**src/rtl/gnr_floyd_ctrl.sv**
```systemverilog
// Floyd cycle-detection sequencer for one dual-copy Boolean gene-regulatory network.
// Finds the transient length (mu), the attractor period (lambda) and one attractor state.
module gnr_floyd_ctrl #(
    parameter int unsigned          NUM_NODES = 8,
    parameter int unsigned          CNT_W     = 16,
    parameter logic [CNT_W-1:0]     MAX_STEPS = 16'hFFFF
) (
    input  logic                 clk,
    input  logic                 rst,
    input  logic                 start,
    input  logic [NUM_NODES-1:0] seed,
    input  logic [NUM_NODES-1:0] s0_vec,
    input  logic [NUM_NODES-1:0] s1_vec,
    output logic                 reset_nos,
    output logic                 start_s0,
    output logic                 start_s1,
    output logic [NUM_NODES-1:0] init_state,
    output logic                 busy,
    output logic                 done,
    output logic                 timeout,
    output logic [CNT_W-1:0]     period,
    output logic [CNT_W-1:0]     transient,
    output logic [NUM_NODES-1:0] attractor_state
);

    typedef enum logic [3:0] {
        IDLE, LOAD1, DA, DB, DCMP, PSTEP, PCMP, LOAD2, ADV, MCMP, MA, MB, DONE
    } state_t;

    localparam logic [CNT_W-1:0] DET_LIMIT = MAX_STEPS - CNT_W'(1);

    state_t           state;
    logic [CNT_W-1:0] step_cnt;
    logic [CNT_W-1:0] lambda_cnt;
    logic [CNT_W-1:0] mu_cnt;
    logic [CNT_W-1:0] adv_cnt;
    logic             vec_eq;

    assign vec_eq = (s0_vec == s1_vec);

    // NOTE: every strobe is assigned on the edge that enters its state, so the
    // strobe is high exactly while the FSM sits in that state and the node
    // array has updated by the time the following CMP state samples s0/s1.
    always_ff @(posedge clk) begin
        if (rst) begin
            state           <= IDLE;
            reset_nos       <= 1'b0;
            start_s0        <= 1'b0;
            start_s1        <= 1'b0;
            init_state      <= '0;
            busy            <= 1'b0;
            done            <= 1'b0;
            timeout         <= 1'b0;
            period          <= '0;
            transient       <= '0;
            attractor_state <= '0;
            step_cnt        <= '0;
            lambda_cnt      <= '0;
            mu_cnt          <= '0;
            adv_cnt         <= '0;
        end else begin
            reset_nos <= 1'b0;
            start_s0  <= 1'b0;
            start_s1  <= 1'b0;

            case (state)
                IDLE, DONE: begin
                    if (start) begin
                        init_state <= seed;
                        busy       <= 1'b1;
                        done       <= 1'b0;
                        timeout    <= 1'b0;
                        period     <= '0;
                        transient  <= '0;
                        step_cnt   <= '0;
                        lambda_cnt <= '0;
                        mu_cnt     <= '0;
                        adv_cnt    <= '0;
                        reset_nos  <= 1'b1;
                        state      <= LOAD1;
                    end
                end

                LOAD1, DA: begin
                    start_s0 <= 1'b1;
                    start_s1 <= 1'b1;
                    state    <= (state == LOAD1) ? DA : DB;
                end

                DB: state <= DCMP;

                // Detection: tortoise s0 moves one step per round, hare s1 two.
                DCMP: begin
                    if (vec_eq) begin
                        attractor_state <= s0_vec;
                        start_s1        <= 1'b1;
                        state           <= PSTEP;
                    end else if (step_cnt == DET_LIMIT) begin
                        busy      <= 1'b0;
                        done      <= 1'b1;
                        timeout   <= 1'b1;
                        period    <= lambda_cnt;
                        transient <= mu_cnt;
                        state     <= DONE;
                    end else begin
                        step_cnt <= step_cnt + CNT_W'(1);
                        start_s0 <= 1'b1;
                        start_s1 <= 1'b1;
                        state    <= DA;
                    end
                end

                PSTEP: begin
                    lambda_cnt <= lambda_cnt + CNT_W'(1);
                    state      <= PCMP;
                end

                // Period: s0 stays on the cycle while s1 walks around it once.
                PCMP: begin
                    if (vec_eq) begin
                        period    <= lambda_cnt;
                        reset_nos <= 1'b1;
                        state     <= LOAD2;
                    end else if (lambda_cnt == MAX_STEPS) begin
                        busy      <= 1'b0;
                        done      <= 1'b1;
                        timeout   <= 1'b1;
                        period    <= lambda_cnt;
                        transient <= mu_cnt;
                        state     <= DONE;
                    end else begin
                        start_s1 <= 1'b1;
                        state    <= PSTEP;
                    end
                end

                LOAD2: begin
                    adv_cnt  <= lambda_cnt;
                    start_s1 <= 1'b1;
                    state    <= ADV;
                end

                // s1 is pushed lambda steps ahead of the reloaded s0.
                ADV: begin
                    adv_cnt <= adv_cnt - CNT_W'(1);
                    if (adv_cnt == CNT_W'(1)) begin
                        state <= MCMP;
                    end else begin
                        start_s1 <= 1'b1;
                    end
                end

                MCMP: begin
                    if (vec_eq) begin
                        transient <= mu_cnt;
                        busy      <= 1'b0;
                        done      <= 1'b1;
                        state     <= DONE;
                    end else if (mu_cnt == MAX_STEPS) begin
                        busy      <= 1'b0;
                        done      <= 1'b1;
                        timeout   <= 1'b1;
                        period    <= lambda_cnt;
                        transient <= mu_cnt;
                        state     <= DONE;
                    end else begin
                        start_s0 <= 1'b1;
                        start_s1 <= 1'b1;
                        state    <= MA;
                    end
                end

                MA: begin
                    start_s0 <= 1'b1;
                    state    <= MB;
                end

                MB: begin
                    mu_cnt <= mu_cnt + CNT_W'(1);
                    state  <= MCMP;
                end

                default: state <= IDLE;
            endcase
        end
    end

endmodule

```
**config.mk**
```make
export PLATFORM = sky130hd
export DESIGN_NAME = gnr_floyd_ctrl
export DESIGN_NICKNAME = d
export VERILOG_FILES = /design/src/rtl/gnr_floyd_ctrl.sv
export SDC_FILE = /design/constraint.sdc
export NUM_CORES = 1
export LEC_CHECK = 0
export ABC_AREA = 0
export CORE_ASPECT_RATIO = 1.5
export CORE_MARGIN = 1
export CORE_UTILIZATION = 50
export CTS_BUF_LIST = sky130_fd_sc_hd__clkbuf_2 sky130_fd_sc_hd__clkbuf_4 sky130_fd_sc_hd__clkbuf_8
export CTS_CLUSTER_SIZE = 30
export DETAILED_ROUTE_END_ITERATION = 12
export GPL_TIMING_DRIVEN = 1
export PLACE_DENSITY = 0.76
export RECOVER_POWER = 100
export SYNTH_ARGS = -nofsm -noshare
export SYNTH_HDL_FRONTEND = slang
export SYNTH_SLANG_ARGS = --single-unit
export TNS_END_PERCENT = 5
```
**constraint.sdc**
```tcl
create_clock -name clk -period 2.56 [get_ports clk]
set_input_delay 0.512 -clock clk [delete_from_list [all_inputs] [get_ports clk]]
set_output_delay 0.512 -clock clk [all_outputs]
set_load 0.01 [all_outputs]
```
======== Word level (Yosys, flattened, before mapping) ========
Index checks and enable logic that the tools add are counted.
W data, S select, Z words.
storage, ports and cells
  bits in registers ....................... 122
  latch bits .............................. 0
  memory bits (writable) .................. 0
  ROM bits ................................ 0
  input bits .............................. 27
  output and inout bits ................... 54
  word-level logic and storage cells ...... 129
  memories ................................ 0
cells by class
  $add $sub $neg .......................... 4
  $mul .................................... 0
  div/mod/pow operators ................... 0
  order comparisons ....................... 0
  equal/unequal tests ..................... 28
  shift operators ......................... 0
  multiplexer cells ....................... 62
  bitwise operators ....................... 0
  reduce and logical (&&, ||, !) cells .... 20
operators by type and width
  kind                     number
  $mux W16                 15
  $pmux W16 S4             2
  $pmux W16 S2             3
  $add A16 B1 Y16 const B  3
  $eq A16 B16 Y1 const B   3
  $pmux W16 S3             1
  $pmux W4 S11             1
  $mux W1                  26
  $mux W4                  6
  $eq A4 B4 Y1 const B     5
  $ne A2 B2 Y1 const B     9
  $eq A16 B1 Y1 const B    1
  $eq A4 B3 Y1 const B     4
  $sub A16 B1 Y16 const B  1
  $reduce_and A7 Y1        2
  $pmux W1 S4              3
  $reduce_and A2 Y1        6
  $eq A4 B2 Y1 const B     2
  $eq A8 B8 Y1             1
  $reduce_and A8 Y1        1
  $mux W3                  2
  $ne A3 B3 Y1 const B     2
  $reduce_bool A2 Y1       3
  $reduce_or A3 Y1         2
  other kinds (9)          10

======== Depth between registers and ports, before layout ========
  depth after elaboration ................. 4
  mapped depth ............................ 9
  gate-level depth less buffers ........... 8

======== Worst setup path before layout ========
Ideal clock, no wire load.
  path kind ............................... input -> register
  start point ............................. input port s0_vec[6]
  end point ............................... register transient[10]
  arrival time ............................ 2109 ps
  required time ........................... 2488 ps
  path slack .............................. 380 ps
  stages on the path ...................... 9
  buffers on the path ..................... 3
  cells stage by stage .................... xor2_1 -> nor4_4 -> and2_1 -> buf_2 -> nor3_1 -> nor4_1 -> buf_4 -> buf_8 -> mux2i_1
on the way
  cells in the longest elaborated chain, start to end .. 3
  elaborated cells on any way between the ends .. 7
RTL lines
  element                                                             RTL line  source
  start: declaration                                                  12        input logic [NUM_NODES-1:0] s0_vec,
  $eq A8 B8 Y1 *                                                      39        assign vec_eq = (s0_vec == s1_vec);
  $ne A3 B3 Y1 (no source line) (tied with other cells)               --
  $reduce_and A7 Y1 (no source line) or $pmux W16 S4 (tied branches)  --
  end signal: assignment                                              103       transient <= mu_cnt;
  end signal: assignment                                              129       transient <= mu_cnt;
  end signal: assignment                                              155       transient <= mu_cnt;
  end: declaration                                                    22        output logic [CNT_W-1:0] transient,
Every way passes the cells marked *; elsewhere a longest branch is shown, timed or not.
A chain may end at the register's enable or synchronous reset.

======== Final worst setup path ========
  start point ............................. input port s0_vec[3]
  end point ............................... register transient[4]
Same word-level chain as after synthesis.

==> metrics.csv <==
metric,value,unit
status,"complete, no violations",
nNetsFinal,868,
worstHoldStart,init_state[7]$_SDFFE_PP0P_,
maxCapViolCount,0,
drive_gt1_frac,0.132,
timing.rr.start,state[1]$_SDFFE_PP0P_,
synthCells,713,
num_vias,5737,
min_to,init_state[7]$_SDFFE_PP0P_,
synthTopCellsByArea,"dfxtp_1 40%, mux2i_1 6.8%, nor2_1 5.5%",
p_leak,3.09,nW
gp_congestion,0.905,
maxSlewHeadroom,0.624,
reg2reg_slack,260,ps
overflow,0,
grt_use_total,0.265,
drcViolationCount,0,
grt_start_max_net_pins,26,
fmax,0.411,GHz
clockBufferDepth,2,
placed_cell_area,0.00736,mm²
yosys_most_used_dff,dfxtp_1,
reg2reg_to,mu_cnt[11]$_SDFFE_PP0P_,
reg2regPathDepth,7,
powerDensity,803,mW/mm²
rsz0062_at_grt,false,
netlist_area,0.00606,mm²
synth_top_cell_area_share,0.403,
synth_compound_area_frac,0.151,
final_cell_mix,"122 x dfxtp_1, 89 x nor2_1, 85 x nand2_1",
totalWireLength,16.0,mm
yosysWarnings,0,
ys_ff_latch,122,
min_period,2430,ps
slew_violations,0,
syn-num-nets,746,
htreeDepth,4,
via_per_inst,5.75,
io_pins,81,
synth-edff-count,0,
place_inst,965,
fin_crit_sh,0.951,
ctsHoldBuffers,0,
setup_viol,0,
rows,48,
areaGrowthSynthToFinish,28.2,%
cp-start-kind,primary input,
final_util,0.667,
ant_nets,0,
die_w,91.9,µm
dieArea,0.0126,mm²
dp_hpwl,11.8,mm
first_iter_violations,309,
synth_top_family_by_area,simple AND/OR/NAND/NOR gates,
cts-root-buf,clkbuf_8,
worstSetupPathType,in2reg,
stdcell_count,997,
fin_skew,8.63,ps
cts.sinks,122,
cts_inserted_buffers,17,
fin_area,0.00777,mm²
yosys.area_share.simple,0.272,
synthArstFlopShare,0,
io_buffers,80,
cts.clk_slew.worst_paths,70,ps
core-area,0.0117,mm²
dr.pass1.iters,6,
ys_types,63,
cp.arrival,2800,ps
grt_pass1_wl,26.3,mm
crit_fanout,18,
final_common_cell,dfxtp_1,
clock_latency,440,ps
hold_depth,2,
synth_top_area_cell,dfxtp_1,
worst_slew_pin_slew,563,ps
start_util,0.520,
cts_tree,built,
muxShareOfSynthArea,0.0770,
wl_per_cell,16.1,µm
hold_viol,0,
fp.dieH,137,µm
synthAdderAreaFrac,0.0140,
diodes,0,
synthXorXnorAreaFrac,0.0448,
yosysSeqAreaShare,0.403,
post_cts_resize_count,0,
required,2930,ps
syn_area_per_cell,8.50,µm²
hold_class,reg2reg,
antenna_found_initial,0,
ir_worst_vdd,473,µV
crit_path_end_kind,flip-flop,
grt_pass1_vias,5739,
## registers in the layout, indices dropped and copies added, names as in the netlist
| register | flops |
|---|---|
| timeout | 1 |
| state | 4 |
| start_s1 | 1 |
| lambda_cnt | 16 |
| mu_cnt | 16 |
| start_s0 | 1 |
| attractor_state | 8 |
| busy | 1 |
| adv_cnt | 16 |
| init_state | 8 |
| period | 16 |
| step_cnt | 16 |
| transient | 16 |
| done | 1 |
| reset_nos | 1 |
## per-stage QoR
step	setup TNS (ps)	hold slack (ps)	setup slack, ps	total power [mW]
2_1_floorplan	0	439	380	3.67
3_3_place_gp	-6690	443	-335	4.29
3_5_place_dp	-11200	446	-479	4.34
4_1_cts	0	455	254	6.34
5_1_grt	0	483	80.7	6.56
6_report	0	448	126	6.24
## layout make-up
type                    instances  area (µm²)
multi-input cells             541        3390
clock inverters                 8         168
fillers                       945        3880
inverters                      10        37.5
clock buffers                  23         285
repair buffers                143        1260
well taps                     150         188
flip-flops and latches        122        2440
## logic make-up after synthesis
kind of cell,count (synthesis)
AOI/OAI and AO/OA,141
xor gates and xnor gates,31
adders and majority gates,7
buffers and inverters,50
DFF,122
muxes,46
and+or+nand+nor,316
## metal layers
layer / routed length, µm / share of wire / track usage
met5: 0 / 0 / 0
met4: 843 / 0.053 / 0.181
met3: 694 / 0.043 / 0.0489
met2: 8580 / 0.54 / 0.493
met1: 5890 / 0.37 / 0.265
## cell usage after synthesis (4+ instances only)
master and number:
clkbuf_1 27, nand2_1 84, xnor2_1 4, dfxtp_1 122, nor3_1 10, mux2i_1 41, o211ai_1 6, and2_1 6
inv_1 10, nand3b_1 4, and3_1 9, a31oi_1 4, a311oi_1 4, a222oi_1 5, nor4_1 7, a21oi_1 54
a221oi_1 6, buf_4 4, o21a_1 6, ha_1 6, o21ai_0 34, xor2_1 27, nand2b_1 38, buf_2 6
or3_1 6, mux2_2 5, and4_1 6, nand3_1 19, nand4_1 10, nor2_1 89
## where the power goes
group | switching, mW | internal (mW)
Sequential | 0.127 | 2.05
Clock | 0.734 | 1.23
Combinational | 1.24 | 0.864
Total | 2.10 | 4.14
## worst max-delay path by stage
stage	from	to	slack (ps)	cells after the start
2_1_floorplan	s0_vec[6]	transient[10]$_SDFFE_PP0P_	380	9
3_3_place_gp	s0_vec[3]	period[11]$_SDFFE_PP0P_	-340	6
3_5_place_dp	s0_vec[3]	period[9]$_SDFFE_PP0P_	-480	6
4_1_cts	s0_vec[3]	transient[1]$_SDFFE_PP0P_	250	9
5_1_grt	state[1]$_SDFFE_PP0P_	step_cnt[11]$_SDFFE_PP0P_	80	7
6_report	s0_vec[3]	transient[4]$_SDFFE_PP0P_	130	9
## worst max-delay path, stage by stage
cell,delay [ps]
clkdlybuf4s50_1,500
xor2_1,290
nor4_4,100
nand2_1,280
clkbuf_1,240
nor2_1,90
nor4_2,330
buf_12,230
mux2i_1,220
## what timing repair did
item,4_1_cts,5_1_grt
setup endpoints to repair,6,0
buffers inserted,1,0
hold endpoints to repair,0,0
No activity file was read; power rests on OpenSTA's default activity.
